## src/rtl/corelet_pkg.sv

```systemverilog
// corelet_pkg: shared FSM state encoding, inst bus bit positions and
// inst_w opcodes for the corelet instruction sequencer.
package corelet_pkg;

    typedef enum logic [2:0] {
        IDLE    = 3'd0,
        W_FILL  = 3'd1,
        K_LOAD  = 3'd2,
        K_FLUSH = 3'd3,
        X_FILL  = 3'd4,
        EXEC    = 3'd5,
        DRAIN   = 3'd6,
        DONE    = 3'd7
    } state_e;

    // Bit positions on the 7-bit inst bus.
    localparam int OFIFO_RD = 6;
    localparam int IFIFO_WR = 5;
    localparam int IFIFO_RD = 4;
    localparam int L0_RD    = 3;
    localparam int L0_WR    = 2;

    // inst_w[1:0] opcodes.
    localparam logic [1:0] INSTW_IDLE  = 2'd0;
    localparam logic [1:0] INSTW_KLOAD = 2'd1;
    localparam logic [1:0] INSTW_EXEC  = 2'd2;

endpackage

```

## src/rtl/corelet_ctrl_sram_fill_gen.sv

```systemverilog
// sram_fill_gen: issues count consecutive SRAM reads starting at base after
// a go pulse. wr is the read-issue qualifier delayed by one cycle, matching
// the one-cycle SRAM read latency, so it marks when data reaches L0.
// last is high in the cycle of the final wr strobe.
module sram_fill_gen #(
    parameter int addr_bw = 11,
    parameter int cnt_bw  = 7
) (
    input  logic               clk,
    input  logic               reset,
    input  logic               go,
    input  logic [addr_bw-1:0] base,
    input  logic [cnt_bw-1:0]  count,
    output logic               cen,
    output logic [addr_bw-1:0] addr,
    output logic               wr,
    output logic               last
);

    logic               cen_q,   cen_d;
    logic [addr_bw-1:0] addr_q,  addr_d;
    logic               wr_q,    wr_d;
    logic [cnt_bw-1:0]  idx_q,   idx_d;
    logic [addr_bw-1:0] base_q,  base_d;
    logic [cnt_bw-1:0]  count_q, count_d;

    // Next read address/enable; go restarts the sequence at base.
    always_comb begin
        cen_d   = 1'b1;
        addr_d  = addr_q;
        idx_d   = idx_q;
        base_d  = base_q;
        count_d = count_q;
        wr_d    = ~cen_q;
        if (go) begin
            cen_d   = 1'b0;
            addr_d  = base;
            idx_d   = cnt_bw'(1);
            base_d  = base;
            count_d = count;
        end else if (idx_q < count_q) begin
            cen_d  = 1'b0;
            addr_d = base_q + addr_bw'(idx_q);
            idx_d  = idx_q + cnt_bw'(1);
        end else begin
            cen_d = 1'b1;
        end
    end

    // Address generator state registers.
    always_ff @(posedge clk or negedge reset) begin
        if (!reset) begin
            cen_q   <= 1'b1;
            addr_q  <= '0;
            wr_q    <= 1'b0;
            idx_q   <= '0;
            base_q  <= '0;
            count_q <= '0;
        end else begin
            cen_q   <= cen_d;
            addr_q  <= addr_d;
            wr_q    <= wr_d;
            idx_q   <= idx_d;
            base_q  <= base_d;
            count_q <= count_d;
        end
    end

    assign cen  = cen_q;
    assign addr = addr_q;
    assign wr   = wr_q;
    assign last = wr_q & cen_q;

endmodule

```

## src/rtl/corelet_ctrl.sv

```systemverilog
// corelet_ctrl: per-tile instruction sequencer for the corelet.
// Kernel fill -> kernel load -> flush -> activation fill -> execute -> drain.
// Optional macro CTRL_PERF_EN adds cycle_cnt/stall_cnt performance counters.
module corelet_ctrl
    import corelet_pkg::*;
#(
    parameter int row      = 8,
    parameter int col      = 8,
    parameter int addr_bw  = 11,
    parameter int len_bw   = 7,
    parameter int L0_DEPTH = 64,
    parameter int W_BASE   = 0,
    parameter int X_BASE   = 64
) (
    input  logic               clk,
    input  logic               reset,
    input  logic               start,
    input  logic [len_bw-1:0]  len,
    input  logic               ofifo_valid,
    output logic [6:0]         inst,
    output logic               xmem_cen,
    output logic [addr_bw-1:0] xmem_addr,
    output logic               psum_wr,
    output logic [addr_bw-1:0] psum_addr,
    output logic               busy,
    output logic               done,
    output logic               err
`ifdef CTRL_PERF_EN
    ,
    output logic [31:0]        cycle_cnt,
    output logic [15:0]        stall_cnt
`endif
);

    localparam int CNT_MAX = (L0_DEPTH > row + col) ? L0_DEPTH : (row + col);
    localparam int CNT_BW  = $clog2(CNT_MAX + 1);
    localparam logic [len_bw:0] L0_DEPTH_V = (len_bw + 1)'(L0_DEPTH);

    state_e             state_q,     state_d;
    logic [CNT_BW-1:0]  cnt_q,       cnt_d;
    logic [len_bw-1:0]  len_q,       len_d;
    logic [len_bw-1:0]  rd_cnt_q,    rd_cnt_d;
    logic [addr_bw-1:0] ptr_q,       ptr_d;
    logic [addr_bw-1:0] psum_addr_q, psum_addr_d;
    logic               psum_wr_q,   psum_wr_d;
    logic               ofifo_rd_q,  ofifo_rd_d;
    logic               l0_rd_q,     l0_rd_d;
    logic [1:0]         inst_w_q,    inst_w_d;
    logic               busy_q,      busy_d;
    logic               done_q,      done_d;
    logic               err_q,       err_d;

    logic               len_ok_s;
    logic               accept_s;
    logic               rd_take_s;
    logic               fill_go_s;
    logic [addr_bw-1:0] fill_base_s;
    logic [len_bw-1:0]  fill_cnt_s;
    logic               fill_cen_s;
    logic [addr_bw-1:0] fill_addr_s;
    logic               fill_wr_s;
    logic               fill_last_s;
    logic [CNT_BW-1:0]  len_m1_s;

    // One address generator serves both the kernel and activation fills.
    sram_fill_gen #(
        .addr_bw (addr_bw),
        .cnt_bw  (len_bw)
    ) u_fill (
        .clk   (clk),
        .reset (reset),
        .go    (fill_go_s),
        .base  (fill_base_s),
        .count (fill_cnt_s),
        .cen   (fill_cen_s),
        .addr  (fill_addr_s),
        .wr    (fill_wr_s),
        .last  (fill_last_s)
    );

    // Sequencer next state, OFIFO read decision and next registered outputs.
    always_comb begin
        len_ok_s    = (len != {len_bw{1'b0}}) && ({1'b0, len} <= L0_DEPTH_V);
        accept_s    = (state_q == IDLE) && start && len_ok_s;
        len_m1_s    = CNT_BW'(len_q) - CNT_BW'(1);
        state_d     = state_q;
        cnt_d       = cnt_q;
        len_d       = len_q;
        err_d       = 1'b0;
        fill_go_s   = 1'b0;
        fill_base_s = addr_bw'(W_BASE);
        fill_cnt_s  = len_bw'(col);

        case (state_q)
            IDLE: begin
                if (start) begin
                    if (len_ok_s) begin
                        state_d   = W_FILL;
                        len_d     = len;
                        cnt_d     = '0;
                        fill_go_s = 1'b1;
                    end else begin
                        err_d = 1'b1;
                    end
                end else begin
                    state_d = IDLE;
                end
            end
            W_FILL: begin
                if (fill_last_s) begin
                    state_d = K_LOAD;
                    cnt_d   = '0;
                end else begin
                    state_d = W_FILL;
                end
            end
            K_LOAD: begin
                if (cnt_q == CNT_BW'(col - 1)) begin
                    state_d = K_FLUSH;
                    cnt_d   = '0;
                end else begin
                    cnt_d = cnt_q + CNT_BW'(1);
                end
            end
            K_FLUSH: begin
                // Kernel words need row+col cycles to settle across the array.
                if (cnt_q == CNT_BW'(row + col - 1)) begin
                    state_d     = X_FILL;
                    cnt_d       = '0;
                    fill_go_s   = 1'b1;
                    fill_base_s = addr_bw'(X_BASE);
                    fill_cnt_s  = len_q;
                end else begin
                    cnt_d = cnt_q + CNT_BW'(1);
                end
            end
            X_FILL: begin
                if (fill_last_s) begin
                    state_d = EXEC;
                    cnt_d   = '0;
                end else begin
                    state_d = X_FILL;
                end
            end
            EXEC: begin
                if (cnt_q == len_m1_s) begin
                    state_d = DRAIN;
                    cnt_d   = '0;
                end else begin
                    cnt_d = cnt_q + CNT_BW'(1);
                end
            end
            DRAIN: begin
                if (rd_cnt_q == len_q) begin
                    state_d = DONE;
                end else begin
                    state_d = DRAIN;
                end
            end
            DONE: begin
                state_d = IDLE;
            end
            default: begin
                state_d = IDLE;
                cnt_d   = '0;
            end
        endcase

        // Rows are pulled from the OFIFO while executing or draining.
        rd_take_s = ((state_q == EXEC) || (state_q == DRAIN)) &&
                    ofifo_valid && (rd_cnt_q < len_q);

        if (accept_s) begin
            rd_cnt_d = '0;
        end else if (rd_take_s) begin
            rd_cnt_d = rd_cnt_q + len_bw'(1);
        end else begin
            rd_cnt_d = rd_cnt_q;
        end

        if (rd_take_s) begin
            psum_addr_d = ptr_q;
            ptr_d       = ptr_q + addr_bw'(1);
        end else begin
            psum_addr_d = psum_addr_q;
            ptr_d       = ptr_q;
        end
        psum_wr_d  = rd_take_s;
        ofifo_rd_d = rd_take_s;

        l0_rd_d = (state_d == K_LOAD) || (state_d == EXEC);
        case (state_d)
            K_LOAD:  inst_w_d = INSTW_KLOAD;
            EXEC:    inst_w_d = INSTW_EXEC;
            default: inst_w_d = INSTW_IDLE;
        endcase
        busy_d = (state_d != IDLE);
        done_d = (state_d == DONE);
    end

    // Sequencer state and registered output flops.
    always_ff @(posedge clk or negedge reset) begin
        if (!reset) begin
            state_q     <= IDLE;
            cnt_q       <= '0;
            len_q       <= '0;
            rd_cnt_q    <= '0;
            ptr_q       <= '0;
            psum_addr_q <= '0;
            psum_wr_q   <= 1'b0;
            ofifo_rd_q  <= 1'b0;
            l0_rd_q     <= 1'b0;
            inst_w_q    <= INSTW_IDLE;
            busy_q      <= 1'b0;
            done_q      <= 1'b0;
            err_q       <= 1'b0;
        end else begin
            state_q     <= state_d;
            cnt_q       <= cnt_d;
            len_q       <= len_d;
            rd_cnt_q    <= rd_cnt_d;
            ptr_q       <= ptr_d;
            psum_addr_q <= psum_addr_d;
            psum_wr_q   <= psum_wr_d;
            ofifo_rd_q  <= ofifo_rd_d;
            l0_rd_q     <= l0_rd_d;
            inst_w_q    <= inst_w_d;
            busy_q      <= busy_d;
            done_q      <= done_d;
            err_q       <= err_d;
        end
    end

    // Pack the inst bus; the ififo bits are unused by this sequencer.
    always_comb begin
        inst           = 7'd0;
        inst[OFIFO_RD] = ofifo_rd_q;
        inst[IFIFO_WR] = 1'b0;
        inst[IFIFO_RD] = 1'b0;
        inst[L0_RD]    = l0_rd_q;
        inst[L0_WR]    = fill_wr_s;
        inst[1:0]      = inst_w_q;
    end

    assign xmem_cen  = fill_cen_s;
    assign xmem_addr = fill_addr_s;
    assign psum_wr   = psum_wr_q;
    assign psum_addr = psum_addr_q;
    assign busy      = busy_q;
    assign done      = done_q;
    assign err       = err_q;

`ifdef CTRL_PERF_EN
    logic [31:0] cycle_cnt_q, cycle_cnt_d;
    logic [15:0] stall_cnt_q, stall_cnt_d;

    // Per-tile busy-cycle and drain-stall counters, cleared on accepted start.
    always_comb begin
        cycle_cnt_d = cycle_cnt_q;
        stall_cnt_d = stall_cnt_q;
        if (accept_s) begin
            cycle_cnt_d = 32'd0;
            stall_cnt_d = 16'd0;
        end else begin
            if (busy_q) begin
                cycle_cnt_d = cycle_cnt_q + 32'd1;
            end else begin
                cycle_cnt_d = cycle_cnt_q;
            end
            if ((state_q == DRAIN) && !ofifo_valid) begin
                stall_cnt_d = stall_cnt_q + 16'd1;
            end else begin
                stall_cnt_d = stall_cnt_q;
            end
        end
    end

    // Performance counter registers.
    always_ff @(posedge clk or negedge reset) begin
        if (!reset) begin
            cycle_cnt_q <= 32'd0;
            stall_cnt_q <= 16'd0;
        end else begin
            cycle_cnt_q <= cycle_cnt_d;
            stall_cnt_q <= stall_cnt_d;
        end
    end

    assign cycle_cnt = cycle_cnt_q;
    assign stall_cnt = stall_cnt_q;
`endif

endmodule

```

## config.mk

```make
export PLATFORM = sky130hd
export DESIGN_NAME = corelet_ctrl
export DESIGN_NICKNAME = d
export VERILOG_FILES = /design/src/rtl/corelet_pkg.sv /design/src/rtl/corelet_ctrl_sram_fill_gen.sv /design/src/rtl/corelet_ctrl.sv
export SDC_FILE = /design/constraint.sdc
export NUM_CORES = 1
export LEC_CHECK = 0
export CORE_MARGIN = 8
export CORE_UTILIZATION = 45
export CTS_BUF_LIST = sky130_fd_sc_hd__clkbuf_2
export DETAILED_ROUTE_END_ITERATION = 8
export PLACE_DENSITY = 0.66
export SLEW_MARGIN = 20
export SYNTH_ARGS = -nofsm -noshare
export SYNTH_HDL_FRONTEND = slang
export SYNTH_HIERARCHICAL = 1
export SYNTH_SLANG_ARGS = --single-unit
```

## constraint.sdc

```tcl
create_clock -name clk -period 2.75 [get_ports clk]
set_clock_uncertainty 0.15 [all_clocks]
set_input_delay 0.4125 -clock clk [delete_from_list [all_inputs] [get_ports clk]]
set_output_delay 0.4125 -clock clk [all_outputs]
set_load 0.01 [all_outputs]
```

==> flow_summary.toml <==
[floorplanning]
rows = 39
fp.coreArea_um2 = 11300
io_pins = 45
die_y_um = 123
die_w_um = 123
start_util = 0.453
die_area_um2 = 15000

[critical_path]
cp.depth = 9
crit_chain = "inv_1, ha_1, nor4b_1, and4_1, a2111oi_2, nor3_1, a222oi_1, buf_4, o21bai_1"
reg2regPathDepth = 9
r2r_start = "len_q[1]$_DFFE_PN0P_"
end_kind = "register"
cp_max_fo = 6
startpoint = "len_q[1]$_DFFE_PN0P_"
critPathRequiredTime_ns = 3.08
cp.arrival_ns = 2.96
ff2ff_setup_slack_ns = 0.12
critPathTopFamily = "compound AO/OA/AOI/OAI gates"
path_class = "register to register"
critical_path_buf_inv_count = 2
max_stage_delay_ns = 0.47
r2r_end = "l0_rd_q$_DFF_PN0_"
critPathLaunchType = "register"
cpMaxStageDelayCell = "dfrtp_2"
endpoint = "l0_rd_q$_DFF_PN0_"

[clock_tree]
cts_buffer_depth = 2
post_cts_buffers = 0
cts_tree = "done"
clk_latency_ns = 0.57
cts.sinks = 91
root_buffer = "clkbuf_2"
path_clk_slew_ns = 0.25
h-tree-depth = 3
cts_buffers = 9

[synth]
syn_inst = 525
seq_area_frac_synth = 0.446
synth_ff_type = "dfrtp_1"
ys_warn_count = 6
synth_area_um2 = 5110
synth_seq_cells = 91
ys_types = 60
avgSynthCellArea_um2 = 9.73
yosysTopAreaCellShare = 0.441
synth_edf_count = 0
async_reset_ff_frac = 1.00
yosys.area.top_type = "dfrtp_1"
ys_top_cells_by_area = "dfrtp_1, ha_1, mux2_2"

[timing]
layout_min_cycle_time_ns = 2.63
post-route-period-util = 0.957
tightest_slew_ns = 0.514
setup_tns_ns = 0
slew_violations = 0
slew_headroom = 0.655
setup_ws_ns = 0.119
rsz0062_at_grt = "false"
fmax_ghz = 0.380
finalHoldViolations = 0
finalSetupViolCount = 0

[placement]
port_buffers = 42
dp_hpwl_mm = 7.97
place_ws_ns = -0.303
placed_area_um2 = 5860
gp_congestion = 0.823

[final_layout]
area_growth_syn_to_layout_pct = 17.2
nets = 632
final_util = 0.531
drive_gt1_frac = 0.138
final_area_um2 = 5990
fill_cells = 1014
diodes = 0
final-seq-area_um2 = 2280
multiInputGateArea_um2 = 2570

[routing]
initialDrtViolationCount = 146
drc = 0
via_count = 3921
postRouteAntennaNets = 0
finalWirelength_mm = 10.6
routedWlPerCell_um = 14.3
first_pass_iters = 4
vias_per_cell = 5.28

[global_route]
grt.total_usage = 0.149
grt_pass1_wl_mm = 18.1
grt_max_degree = 55
grt_pass1_vias = 3850
grt_antenna_before_repair = 0
overflow = 0

[run]
maxCapViolCount = 0

[pwr]
power.density_nw_per_um2 = 344
vdd_drop_max_v = 0.000374
p_leak_nw = 2.84

[outcome]
status = "completed"

[min_path]
hp-class = "input port to async pin"
what timing repair did:
| action | in CTS | in global routing |
|---|---|---|
| resized for setup | 0 | 4 |
| hold buffers | 1 | 0 |
| setup endpoints to repair | 0 | 11 |
| hold endpoints to repair | 37 | 0 |
flip-flops by register name (all words and copies together), names as in the netlist, 3 cells and up:
register	flops
psum_addr	11
ptr_q	11
u_fill/addr	11
u_fill/base_q	11
cnt_q	7
len_q	7
rd_cnt_q	7
u_fill/count_q	7
u_fill/idx_q	7
state_q	3
power by group:
part           internal [W]  switching (W)
logic             0.0000214      0.0000358
registers           0.00134              0
clock network      0.000213       0.000447
total               0.00158       0.000483
per-layer routing:
layer,up-vias,track usage,wire [µm]
met2,71,0.245,5150
li1,1956,-,-
met4,0,0.0586,196
met3,17,0.0363,455
met5,-,0,0
met1,1877,0.186,4840
area by class of cell:
class | count | share of cell area
clock buffers | 11 | 0.00919
flip-flops and latches | 91 | 0.381
clock inverters | 5 | 0.00898
well taps | 143 | 0.0299
repair buffers | 75 | 0.116
inverters | 41 | 0.0257
multi-input cells | 377 | 0.429
synth_stat cells (all sizes together), types with 4 or more instances:
cell / count
o21ai: 43
a31oi: 4
a211oi: 5
and2: 14
nand4: 13
xor2: 8
buf: 15
nor3: 8
nor4: 6
and3: 7
xnor2: 22
a21oi: 18
or3: 4
and4: 4
o21a: 4
nor2: 31
nor2b: 13
nand2: 47
inv: 41
nand3: 11
dfrtp: 90
clkbuf: 12
ha: 25
mux2i: 13
mux2: 25
nand2b: 7
cell usage in the layout (no fill, tap or decap), types with 3 or more instances in the layout:
cell             Yosys  final
o21ai_0             37     37
and3_1               7      7
o22ai_1              3      3
mux2i_1             13     13
nand4_1             13     13
o21a_1               3      3
dfrtp_1             90     88
xor2_1               8      8
nor2b_1             13     12
a21o_1               3      3
a31oi_1              4      4
conb_1               1     12
mux2_2              23     23
nor4_1               6      6
a211oi_1             4      4
nand2b_1             7      7
xnor2_1             22     22
and4_1               4      4
nor2_1              30     30
clkdlybuf4s50_1      0     41
buf_4                6     30
clkbuf_2             1     11
or3_1                4      4
a21oi_1             18     18
inv_1               41     41
and2_1              14     14
nand3_1             11     11
o211ai_1             3      3
nor3_1               8      8
ha_1                25     25
o21ai_1              6      6
nand2_1             47     47
logic make-up after synthesis:
family                   synth area share
other                            0.000734
AND/OR/NAND/NOR                     0.170
buffers and inverters              0.0595
flip-flops                          0.446
multiplexers                       0.0806
adder cells (fa/ha/maj)            0.0651
XOR/XNOR                           0.0514
AO/OA/AOI/OAI                       0.126
how the worst min path moves through the flow:
stage / startpoint / to / slack [ns] / cells past startpoint
after floorplan: reset / busy$_DFF_PN0_ / -0.03 / 0
after global placement: reset / u_fill/addr[7]$_DFFE_PN0N_ / 0.26 / 1
after detailed placement: reset / u_fill/addr[7]$_DFFE_PN0N_ / 0.27 / 1
after CTS: reset / u_fill/addr[0]$_DFFE_PN0N_ / 0.12 / 2
after global routing: reset / u_fill/wr$_DFF_PN0_ / 0.17 / 2
final: reset / state_q[2]$_DFF_PN0_ / 0.16 / 2
stage by stage:
| stage | hold WS (ns) | total power (W) | instances |
|---|---|---|---|
| 2_1_floorplan | -0.0331 | 0.00137 | 536 |
| 3_3_place_gp | 0.264 | 0.00142 | 726 |
| 3_5_place_dp | 0.269 | 0.00142 | 726 |
| 4_1_cts | 0.124 | 0.00210 | 743 |
| 5_1_grt | 0.166 | 0.00215 | 743 |
| 6_report | 0.163 | 0.00206 | 743 |
Note: power is estimated with default switching activity, not from simulation.
